==> src/rtl/sha1_msg_padder.sv <==
// Streaming SHA-1 message padder: turns big-endian 32-bit message beats into padded
// 512-bit blocks emitted as 16 sequential words with block/message end flags.
module sha1_msg_padder #(
   parameter int BYTE_CNT_W = 32
) (
   input  logic        wb_clk_i,
   input  logic        reset,
   input  logic        in_valid,
   output logic        in_ready,
   input  logic [31:0] in_data,
   input  logic [2:0]  in_bytes,
   input  logic        in_last,
   output logic        out_valid,
   input  logic        out_ready,
   output logic [31:0] out_data,
   output logic        out_block_end,
   output logic        out_msg_end,
   output logic        busy,
   output logic        err,
   output logic [2:0]  dbg_state_o
);

   // Handshake: a transfer happens on a rising edge where valid & ready are both high;
   // a producer holds data/flags stable while valid is high and ready is low.

   typedef enum logic [2:0] {
      S_DATA = 3'd0,
      S_MARK = 3'd1,
      S_ZERO = 3'd2,
      S_LENH = 3'd3,
      S_LENL = 3'd4
   } state_t;

   state_t                  state_q, state_d;
   logic [3:0]              wcnt_q, wcnt_d;
   logic [BYTE_CNT_W-1:0]   cnt_q, cnt_d;
   logic                    err_q, err_d;
   logic                    ov_q, ov_d;
   logic [31:0]             od_q, od_d;
   logic                    be_q, be_d;
   logic                    me_q, me_d;

   logic                    load;
   logic                    accept;
   logic                    bad_bytes;
   logic [2:0]              k;
   logic [31:0]             keep;
   logic [31:0]             mark;
   logic [BYTE_CNT_W:0]     sum;
   logic [63:0]             len;
   state_t                  pad_next;
   logic                    emit;
   logic [31:0]             word;
   logic                    word_me;

   always_comb begin
      load      = !ov_q | out_ready;
      in_ready  = !reset & (state_q == S_DATA) & load;
      accept    = in_valid & in_ready;
      bad_bytes = (in_bytes > 3'd4) | ((in_bytes < 3'd4) & !in_last);
      k         = bad_bytes ? 3'd4 : in_bytes;
      sum       = {1'b0, cnt_q} + {{(BYTE_CNT_W-2){1'b0}}, k};
      len       = '0;
      len[BYTE_CNT_W+2:3] = cnt_q;
      // A word loaded at index 13 hands over to the length so words 14/15 carry it.
      pad_next  = (wcnt_q == 4'd13) ? S_LENH : S_ZERO;
      keep      = 32'hFFFF_FFFF;
      mark      = 32'h0000_0000;
      case (k)
         3'd1:    begin keep = 32'hFF00_0000; mark = 32'h0080_0000; end
         3'd2:    begin keep = 32'hFFFF_0000; mark = 32'h0000_8000; end
         3'd3:    begin keep = 32'hFFFF_FF00; mark = 32'h0000_0080; end
         default: begin keep = 32'hFFFF_FFFF; mark = 32'h0000_0000; end
      endcase
   end

   always_comb begin
      state_d = state_q;
      cnt_d   = cnt_q;
      err_d   = err_q;
      emit    = 1'b0;
      word    = 32'h0;
      word_me = 1'b0;
      case (state_q)
         S_DATA: begin
            if (accept) begin
               emit  = 1'b1;
               cnt_d = sum[BYTE_CNT_W-1:0];
               if (sum[BYTE_CNT_W] | bad_bytes) err_d = 1'b1;
               if (!in_last) begin
                  word = in_data;
               end else if (k == 3'd4) begin
                  word    = in_data;
                  state_d = S_MARK;
               end else if (k == 3'd0) begin
                  word    = 32'h8000_0000;
                  state_d = pad_next;
               end else begin
                  word    = (in_data & keep) | mark;
                  state_d = pad_next;
               end
            end
         end
         S_MARK: begin
            if (load) begin
               emit    = 1'b1;
               word    = 32'h8000_0000;
               state_d = pad_next;
            end
         end
         S_ZERO: begin
            if (load) begin
               emit    = 1'b1;
               state_d = pad_next;
            end
         end
         S_LENH: begin
            if (load) begin
               emit    = 1'b1;
               word    = len[63:32];
               state_d = S_LENL;
            end
         end
         S_LENL: begin
            if (load) begin
               emit    = 1'b1;
               word    = len[31:0];
               word_me = 1'b1;
               cnt_d   = '0;
               state_d = S_DATA;
            end
         end
         default: state_d = S_DATA;
      endcase
   end

   always_comb begin
      ov_d   = ov_q;
      od_d   = od_q;
      be_d   = be_q;
      me_d   = me_q;
      wcnt_d = wcnt_q;
      if (load) begin
         ov_d = emit;
         if (emit) begin
            od_d   = word;
            be_d   = (wcnt_q == 4'd15);
            me_d   = word_me;
            wcnt_d = wcnt_q + 4'd1;
         end
      end
   end

   always_ff @(posedge wb_clk_i) begin
      if (reset) begin
         state_q <= S_DATA;
         wcnt_q  <= 4'd0;
         cnt_q   <= '0;
         err_q   <= 1'b0;
         ov_q    <= 1'b0;
         od_q    <= 32'h0;
         be_q    <= 1'b0;
         me_q    <= 1'b0;
      end else begin
         state_q <= state_d;
         wcnt_q  <= wcnt_d;
         cnt_q   <= cnt_d;
         err_q   <= err_d;
         ov_q    <= ov_d;
         od_q    <= od_d;
         be_q    <= be_d;
         me_q    <= me_d;
      end
   end

   assign out_valid     = ov_q;
   assign out_data      = od_q;
   assign out_block_end = be_q;
   assign out_msg_end   = me_q;
   assign err           = err_q;
   assign busy          = (state_q != S_DATA) | (cnt_q != '0) | ov_q;
   assign dbg_state_o   = state_q;

endmodule
==> config.mk <==
export PLATFORM = sky130hd
export DESIGN_NAME = sha1_msg_padder
export DESIGN_NICKNAME = d
export VERILOG_FILES = /design/src/rtl/sha1_msg_padder.sv
export SDC_FILE = /design/constraint.sdc
export NUM_CORES = 1
export LEC_CHECK = 0
export BUFFER_PORTS_ARGS = -buffer_cell sky130_fd_sc_hd__buf_2
export CORE_UTILIZATION = 45
export CTS_BUF_LIST = sky130_fd_sc_hd__clkbuf_16
export DETAILED_ROUTE_END_ITERATION = 8
export PLACE_DENSITY = 0.68
export SLEW_MARGIN = 20
export SYNTH_ARGS = -nofsm -noshare
export SYNTH_HDL_FRONTEND = slang
export SYNTH_SLANG_ARGS = --single-unit
==> constraint.sdc <==
create_clock -name wb_clk_i -period 5.8 [get_ports wb_clk_i]
set_input_delay 1.16 -clock wb_clk_i [delete_from_list [all_inputs] [get_ports wb_clk_i]]
set_output_delay 1.16 -clock wb_clk_i [all_outputs]
set_load 0.01 [all_outputs]
# ---- After elaboration in Yosys (flattened, before gate mapping)
# Cells that the tools add are included.
dict set report op_classes {
  div 0
  n_eq_ne 15
  n_shift 0
  addsub 2
  mul 0
  order_cmp 2
  muxes 23
  bitwise 11
  n_reduce_logical 14
}
# op n
set op_table {}
lappend op_table {{2-to-1 mux 32 bit} 6}
lappend op_table {{one-hot mux 24 bit (3 select lines)} 2}
lappend op_table {{one-hot mux 32 bit (4 select lines)} 1}
lappend op_table {{one-hot mux 32 bit (2 select lines)} 1}
lappend op_table {{adder 32 x 3 -> 33 bit} 1}
lappend op_table {{bitwise AND 32 bit} 1}
lappend op_table {{OR 32 bit} 1}
lappend op_table {{nonzero test 32 bit} 1}
lappend op_table {{2-to-1 mux 3 bit} 6}
lappend op_table {{== test 3 x 2 -> 1 bit (second input constant)} 4}
lappend op_table {{one-hot mux 3 bit (4 select lines)} 1}
lappend op_table {{== test 4 bit (second input constant)} 2}
lappend op_table {{inequality test 2 bit (second input constant)} 4}
lappend op_table {{== test 3 x 1 -> 1 bit (second input constant)} 2}
lappend op_table {{== test 3 bit (second input constant)} 2}
lappend op_table {{logical NOT 3 bit} 2}
lappend op_table {{AND reduction 3 bit} 2}
lappend op_table {{OR 1 bit} 5}
lappend op_table {{AND reduction 5 bit} 1}
lappend op_table {{adder 4 x 1 -> 4 bit (second input constant)} 1}
lappend op_table {{bitwise AND 1 bit} 4}
lappend op_table {{2-to-1 mux 1 bit} 4}
lappend op_table {{OR reduction 4 bit} 1}
lappend op_table {{> comparator 3 bit (second input constant)} 1}
lappend op_table {{9 further kinds} 11}
dict set report word_totals {
  mem_bits_rw 0
  regBits 75
  word_cells 75
  mem_bits_ro 0
  n_memories 0
  inputBits 40
  output_inout_bits 41
  latch_bits 0
}

# ---- Logic depth before layout (Yosys ltp)
# Gate-level depths: netlist of the first run.
dict set report logic_depth {
  depth_word 13
  mapped_depth 10
}

# ---- Least setup slack after synthesis of the first run
# Ideal clock, no wire load.
dict set report synth_path {
  path_type {input -> register}
  start {input in_last}
  end {register cnt_q[28]}
  required_time_ns 5.730
  stages 10
  slack_ns 2.191
  arrival_time_ns 3.539
  cell_sequence {nor2b_1 and2_1 ha_1 inv_1 fa_1 nor2b_1 nor2_1 or4_1 or4_1 a21oi_1}
}
dict set report synth_via {
  elab_chain_cells 7
}
# element line
set synth_lines {}
lappend synth_lines {{from (decl)} 12} ;# input logic in_last,
lappend synth_lines {{logical NOT 1 bit} n/a}
lappend synth_lines {{bitwise AND 1 bit} 60} ;# bad_bytes = (in_bytes > 3'd4) | ((in_bytes < 3'd4) & !in_last);
lappend synth_lines {{OR 1 bit} 60}
lappend synth_lines {{2-to-1 mux 3 bit} 61} ;# k = bad_bytes ? 3'd4 : in_bytes;
lappend synth_lines {{adder 32 x 3 -> 33 bit} 62} ;# sum = {1'b0, cnt_q} + {{(BYTE_CNT_W-2){1'b0}}, k};
lappend synth_lines {{2-to-1 mux 32 bit} 86} ;# if (accept) begin
lappend synth_lines {{one-hot mux 32 bit (2 select lines)} 84} ;# case (state_q)
lappend synth_lines {{to (signal assigned)} 167} ;# cnt_q <= cnt_d;
lappend synth_lines {{to (decl)} 36} ;# logic [BYTE_CNT_W-1:0] cnt_q, cnt_d;
# No other way between the ends. The select of a mux whose other input is x is not followed.
# A chain may end at the register's enable or synchronous reset.

# ---- Worst setup path after layout of the first run
# Ends and elaborated chain as after synthesis.

==> impl.org, run 1 <==
** Outcome
- The flow ran to the end, and the final reports show no timing, DRC or antenna violations.

** Drt
- Detail-routed via count per cell :: 5.635
- The routed design has around 9000 um of wire.
- Pre-Repair DR Iteration Count :: 5
- The routed layout has ~3400 vias.
- In this run the remaining antenna-violating nets after routing total 0.
- After detailed routing, the average wire length per cell comes to approximately 15 um.
- After detailed routing, the number of remaining DRC violations is 0.
- Violation count after the first detailed-route iteration :: 216

** Synthesis
- In the synthesized netlist the async set-or-reset flop fraction comes to 0%.
- Most used flip-flop cell after synthesis :: sky130_fd_sc_hd__dfxtp_1
- Post-synth EDFFs :: 0
- Cell count after synthesis :: around 440
- In this run, synthesis produced a sequential element count of 75.
- Sequential cells were found to cover between 40% and 50% of the synthesized design area.
- The number of nets in the synthesized netlist is around 480.
- After synthesis, the netlist uses 48 different library cells.
- Mapped Avg Cell Area :: between 8 and 9 um2
- The Yosys step of the flow raised 0 warnings.
- The synthesized netlist occupies a cell area of approximately 3600 um2.

** Worst setup path
- Delay contributed by the slowest stage of the critical path :: roughly 0.50 ns
- Critical path data required time :: ~6.1 ns
- The setup path with the least slack is of type input port to flop.
- Sequence of cells on the critical path :: buf_2 > nor2b_1 > and2_1 > ha_1 > inv_1 > fa_1 > nor2b_1 > nor2_1 > or4_1 > or4_1 > a21oi_1
- Slowest stage cell on the critical path :: sky130_fd_sc_hd__or4_1
- Kind of start point of the critical path :: input port
- Worst-path maximum fanout :: 7
- CP endpoint kind :: flop
- Critical Path Source :: in_last
- For the worst setup path, the data arrival time is 4.04 ns.
- FF-to-FF Start :: cnt_q[0]$_SDFFE_PP0P_

** Global routing
- For this run, global-route usage on met3 was measured as around 3.1%.
- GR met1 Demand/Resource :: 31.79%
- The initial antenna violation count was 0.
- Total overflow reported by the global router :: 0
- The first global-routing pass estimated 15770 um of wire.
- Aggregate global-route resource usage :: 23.63%
- Global-route met2 utilization :: 38.32%
- Maximum number of pins on one net before global-route repair :: 33
- Most congested layer reported by global routing :: met2
- The via count of the first global-routing pass is approximately 3200.

** STA
- Count of endpoints failing hold in the final timing report :: 0
- Static timing analysis puts the maximum clock frequency at about 260 MHz.
- Setup TNS :: 0 ns
- The clock arrives with roughly 0.006 ns of skew.
- Final hold analysis gives a worst-case slack of roughly 0.45 ns.
- For the pin with the worst max-slew slack, the measured transition is between 0.8 and 0.9 ns.
- In this run the tightest slew margin relative to its limit is 41.67%.
- Number of max-slew violations in the final report :: 0
- The worst path in the final design needs a cycle of 3.794 ns, including I/O delays and setup.
- Setup violations remaining at the end of the flow were counted as 0.
- Of the available clock period, the critical path in the final layout requires between 60% and 70%.
- Setup repair after global routing left no endpoint under its margin.

** Floorplan
- 81 I/O pins were placed.
- Total Die Area :: 8285 um2
- Chip height :: 91.02 um
- Placeable Area :: slightly below 8000 um2
- Die outline width :: about 91 um
- Row generation in the floorplan step produced 32 rows.
- Initial core utilization :: between 40 and 50%

** Pwr
- Power density over the cells :: approximately 310 nW/um2
- Across the VDD grid, the largest voltage drop is roughly 0.15 mV.
- Overall Power :: 1.337 mW
- Leak pwr :: approximately 1.6 nW

** Clocking
- The clock net in this run drives a total of 75 sinks.
- In this run, post-CTS repair resized a total of 0 instances.
- After clock tree synthesis, the clock-pin slew on the worst setup and hold paths is about 0.060 ns.
- In this run the deepest clock path goes through 2 buffers.
- Number of hold-repair buffers added at the cts stage :: 0
- Clock latency on the worst-skew pair :: about 0.33 ns
- Buffer cell driving the clock tree root :: sky130_fd_sc_hd__clkbuf_16
- Number of CTS-inserted buffers :: 9
- In this run the post-CTS setup repair buffer count came out at 0.
- TritonCTS clock tree :: done
- Clock H-tree levels :: 3

** Placement
- The wire-length estimate of the detail-placed layout is 6417 um.
- Number of buffer cells added on primary ports :: 80
- Weighted congestion reported at the end of routability-driven placement :: around 0.9

** Worst hold path
- The worst hold path belongs to the class flop to flop.
- Startpoint of the lowest-slack hold path :: out_data[29]$_SDFFE_PP0P_

** Layout
- Net total in the final layout :: roughly 550
- Synthesis-to-finish area growth :: 20.49%
- Antenna diode count :: 0
- Layout cell share with drive strength beyond 1 :: roughly a fifth

** Run
- Across the run, the number of max-cap violations was 0.
-- worst max-delay path: cells and delay by family --
| family | cells | cell delay (ns) |
|---|---|---|
| and+or+nand+nor | 6 | 2.05 |
| adders and majority gates | 2 | 0.54 |
| buffers and inverters | 2 | 0.13 |
| AOI/OAI and AO/OA | 1 | 0.15 |
-- path summary, 6_finish.rpt --
check                              end  slack, ns  cells past startpoint
min          out_data[29]$_SDFFE_PP0P_       0.45                      2
max reg2reg     cnt_q[28]$_SDFFE_PP0P_       3.14                      8
max             cnt_q[28]$_SDFFE_PP0P_       2.01                     11
min reg2reg  out_data[29]$_SDFFE_PP0P_       0.45                      2
-- synth_stat cells, drive strengths merged (2+ instances only) --
master	count	share of area (%)
a21o	3	0.63
and2	3	0.53
a21oi	23	3.2
clkbuf	25	2.7
nor4	20	3.5
nor4b	2	0.49
and3	4	0.70
ha	5	1.8
nand2b	10	1.8
nor2	36	3.8
nand3	10	1.4
nor2b	5	0.88
or4	4	0.95
o211ai	2	0.42
xnor2	18	4.4
xor2	2	0.49
inv	8	0.84
mux2i	2	0.56
dfxtp	75	42
nand4	8	1.4
o21ai	44	6.3
or3	13	2.3
a22oi	32	6.7
nand2	54	5.7
buf	4	0.67
and4	3	0.74
nor3	6	0.84
-- cell usage in the layout (no fill, tap or decap), types with 13 or more instances in the layout --
cell                      synthesis  layout
sky130_fd_sc_hd__buf_2            1      80
sky130_fd_sc_hd__dfxtp_1         75      75
sky130_fd_sc_hd__nand2_1         54      54
sky130_fd_sc_hd__o21ai_0         43      43
sky130_fd_sc_hd__nor2_1          36      36
sky130_fd_sc_hd__a22oi_1         32      32
sky130_fd_sc_hd__a21oi_1         23      23
sky130_fd_sc_hd__nor4_1          20      20
sky130_fd_sc_hd__xnor2_1         18      18
sky130_fd_sc_hd__or3_1           13      13
-- area by class of cell --
type	instances	area [um2]
Inverter	8	30.03
Sequential cell	75	1501
Fill cell	769	3391
Timing Repair Buffer	82	415.4
Tap cell	102	127.6
Clock buffer	9	225.2
Clock inverter	7	68.82
Multi-Input combinational cell	325	1928
-- logic make-up after synthesis --
group / after synthesis / synth area share [%]
xor+xnor: 20 / 4.912
buf+inv: 37 / 4.175
mux: 2 / 0.5614
simple gates: 181 / 25.54
flops: 75 / 42.11
compound gates: 116 / 20.39
fa+ha+maj: 6 / 2.316
-- metal layers --
metal / up-vias / wire (um) / part of all wire, %
met2: 98 / 4215 / 46
met1: 1601 / 4305 / 47
met5: - / 0 / 0
met3: 15 / 469 / 5.1
li1: 1712 / - / -
met4: 0 / 189 / 2.1
-- flip-flops by register name, indices dropped and copies added (netlist names) --
name,flops
cnt_q,32
dbg_state_o,3
err,1
out_block_end,1
out_data,32
out_msg_end,1
out_valid,1
wcnt_q,4
-- where the power goes --
group	internal [mW]	switching, mW	total, mW
Clock	0.331	0.216	0.547
Combinational	0.0805	0.147	0.227
Sequential	0.539	0.0244	0.563
-- per-stage QoR --
stage	std cells	worst slack, ns	instance area (um2)	util (%)
after CTS	608	2.095	4284	55.73
after floorplan	437	2.191	3566	-
after global routing	608	1.812	4297	55.89
after detailed placement	592	1.755	3990	51.90
after global placement	592	1.918	3990	51.90
final	608	2.006	4297	55.89
(Power assumes the default switching activity.)
==> run 2, diff against run 1 <==
- PLACE_DENSITY: 0.68 -> 0.71
- clock period: 5.8 -> 3.2 ns (I/O delays scaled with it)
==> impl.org, run 2 (synthesis results as in run 1) <==
** Layout
- The repair_antennas step left the layout with diodes totalling 0.
- The library cells used most frequently in the layout, excluding fill and tap cells, are sky130_fd_sc_hd__buf_2, sky130_fd_sc_hd__dfxtp_1, sky130_fd_sc_hd__nand2_1.
- The area growth from synthesis to layout is 21.75%.
- Leading cell type in the layout, fill and taps excluded :: sky130_fd_sc_hd__buf_2
- Final design utilization :: between 50% and 60%
- At the end of the flow, the number of nets in the layout was roughly 560.
- The finished cells cover ~4300 um2.
- Layout cell share with drive strength beyond 1 :: ~22%
- The count of cells in the finished layout, fillers not included, comes to about 620.

** Clocking
- Number of hold-repair buffers added at the cts stage :: 0
- In this run the number of H-tree levels came out at 3.
- Clock tree synthesis selected as its root buffer the cell sky130_fd_sc_hd__clkbuf_16.
- For this design, the sink count on the clock tree is 75.
- In this run the deepest clock path goes through 2 buffers.
- Once the clock tree was built, the setup fixing pass inserted 0 buffers.
- TritonCTS built the clock tree.
- Buffers inserted during clock tree synthesis total 9.
- The later pin in the worst-skew pair is clocked with a latency of between 0.3 and 0.4 ns.
- Post-cts sizing count :: 0
- Clock-pin slew reported for the worst setup and hold paths after clock tree synthesis :: 0.06 ns

** Worst setup path
- CP endpoint kind :: flop
- For the worst flop-to-flop path, the logic depth is 5.
- Critical path data required time :: 3.45 ns
- In this run the worst setup path begins at in_last.
- In this run the critical register-to-register path is launched from cnt_q[3]$_SDFFE_PP0P_.
- For the worst setup path, the data arrival time is ~3.0 ns.
- Critical path class :: input port to flop
- Slowest stage cell on the critical path :: sky130_fd_sc_hd__or4_1
- The worst setup path is launched from an input port.
- The worst register-to-register path ends at cnt_q[28]$_SDFFE_PP0P_.
- The signal on the critical path passes through buf_2 > nor2b_1 > and2_1 > ha_1 > inv_1 > fa_1 > nor2b_1 > nor2_1 > or4_1 > or4_1 > a21oi_1.
- Worst-path maximum fanout :: 4
- Setup slack of the worst register-to-register path :: roughly 0.58 ns
- Delay contributed by the slowest stage of the critical path :: around 0.48 ns

** Drt
- Violation count after the first detailed-route iteration :: 221
- DR WL/cell :: between 15 and 20 um
- For this run, design rule violations remaining after detail routing come to 0.
- Detail-routed via count per cell :: approximately 5.6
- Pre-Repair DR Iteration Count :: 5
- In this run the remaining antenna-violating nets after routing total 0.
- After detailed routing, the total wire length is between 9000 and 10000 um.
- Number of vias in the routed layout :: between 3000 and 4000

** Floorplan
- The die covers about 8300 um2.
- Chip height :: approximately 90 um
- After floorplanning, the core was divided into 32 placement rows.
- From left edge to right edge, the die measures 91.02 um.
- Initial core utilization :: 46.39%
- The core region is between 7000 and 8000 um2.
- Top-level port count :: just over 80

** Global routing
- For this run, global-route usage on met2 was measured as roughly two fifths.
- Most congested layer reported by global routing :: met2
- Across every metal layer, demand over resource in global routing totals between 20% and 30%.
- The via count of the first global-routing pass came to approximately 3200.
- Maximum number of pins on one net before global-route repair :: 32
- Total overflow reported by the global router :: 0
- Antenna violations before repair :: 0
- Wire length of the first global-routing pass :: approximately 16000 um
- For met3 alone, demand over resource in global routing was between 3 and 4%.
- GR met1 Demand/Resource :: a little under a third

** Pwr
- After layout, the design draws a total of approximately 2.4 mW.
- Power density over the cells :: between 500 and 600 nW/um2
- The worst-case IR drop observed on VDD is roughly 0.24 mV.
- In this run the static leakage power is about 1.7 nW.

** Placement
- OpenSTA, run right after detailed placement, puts the worst setup slack at ~0.15 ns.
- At the end of routability-driven placement, the weighted congestion stood at roughly 0.9.
- Port buffering added 80 buffers.
- Summed over all nets, the half-perimeter wirelength after detailed placement is approximately 6700 um.
- Including well taps, the total number of placed cells is 601.
- The placed instances occupy a cell area of about 4100 um2.

** STA
- Timing would allow up to roughly 360 MHz.
- Setup repair after global routing left no endpoint under its margin.
- Final hold analysis gives a worst-case slack of approximately 0.44 ns.
- Relative max-transition margin :: between 40% and 50%
- Count of endpoints failing hold in the final timing report :: 0
- Summed over all failing endpoints, the final setup total negative slack is 0 ns.
- Setup violations remaining at the end of the flow were counted as 0.
- Final min period :: between 2 and 3 ns
- Number of max-slew violations in the final report :: 0
- Post-route clock period utilization :: between 80 and 90%
- Slew at the pin with the worst max-slew slack :: about 0.88 ns
- Setup slack of the critical path after layout :: 0.4385 ns
- Clk_skew :: 0.003836 ns

** Worst hold path
- Depth of the worst hold-timing path :: 2
- For hold timing, the worst endpoint is out_data[30]$_SDFFE_PP0P_.
- The worst hold path begins at out_data[30]$_SDFFE_PP0P_.
- HP Class :: flop to flop

** Run
- The tool flagged a number of max-cap violations equal to 0.

** Outcome
- Status :: finished clean
[run 2: cell count changes in the layout (fill, tap and decap cells not counted)]
| cell | change |
|---|---|
| sky130_fd_sc_hd__buf_4 | +9 |
| sky130_fd_sc_hd__inv_1 | +1 |
| sky130_fd_sc_hd__a2111oi_4 | -1 |
| sky130_fd_sc_hd__clkinv_2 | -1 |
| sky130_fd_sc_hd__a2111oi_2 | +1 |
| sky130_fd_sc_hd__clkinv_4 | -1 |
[run 2: area by class of cell]
| type | count | area (um2) |
|---|---|---|
| Tap cell | 102 | 127.6 |
| Timing Repair Buffer | 91 | 483.0 |
| Clock inverter | 6 | 58.81 |
| Sequential cell | 75 | 1501 |
| Fill cell | 756 | 3346 |
| Multi-Input combinational cell | 325 | 1916 |
| Clock buffer | 9 | 225.2 |
| Inverter | 8 | 30.03 |
[run 2: routing by layer]
| layer | up-vias | routed length [um] |
|---|---|---|
| met4 | 0 | 215 |
| li1 | 1719 | - |
| met2 | 115 | 4464 |
| met5 | - | 0 |
| met3 | 21 | 499 |
| met1 | 1598 | 4276 |
[run 2: how the worst max path moves through the flow]
stage / end / slack [ns] / depth (start not counted)
2_1_floorplan: cnt_q[28]$_SDFFE_PP0P_ / 0.11 / 10
3_3_place_gp: cnt_q[28]$_SDFFE_PP0P_ / 0.21 / 11
4_1_cts: cnt_q[28]$_SDFFE_PP0P_ / 0.46 / 11
3_5_place_dp: cnt_q[28]$_SDFFE_PP0P_ / 0.15 / 11
5_1_grt: cnt_q[28]$_SDFFE_PP0P_ / 0.31 / 11
6_report: cnt_q[28]$_SDFFE_PP0P_ / 0.44 / 11
[run 2: report_power, final]
group	internal (mW)	total, mW	switching [mW]	leakage [nW]
Clock	0.593	0.968	0.375	0.138
Sequential	0.977	1.02	0.0454	0.606
Combinational	0.157	0.426	0.269	0.931
Total	1.73	2.42	0.690	1.68
[run 2: critical path: cells and delay by family]
kind	cells	cell delay [ns]
AND/OR/NAND/NOR	6	1.53
adder cells (fa/ha/maj)	2	0.56
buffers and inverters	2	0.15
AO/OA/AOI/OAI	1	0.14
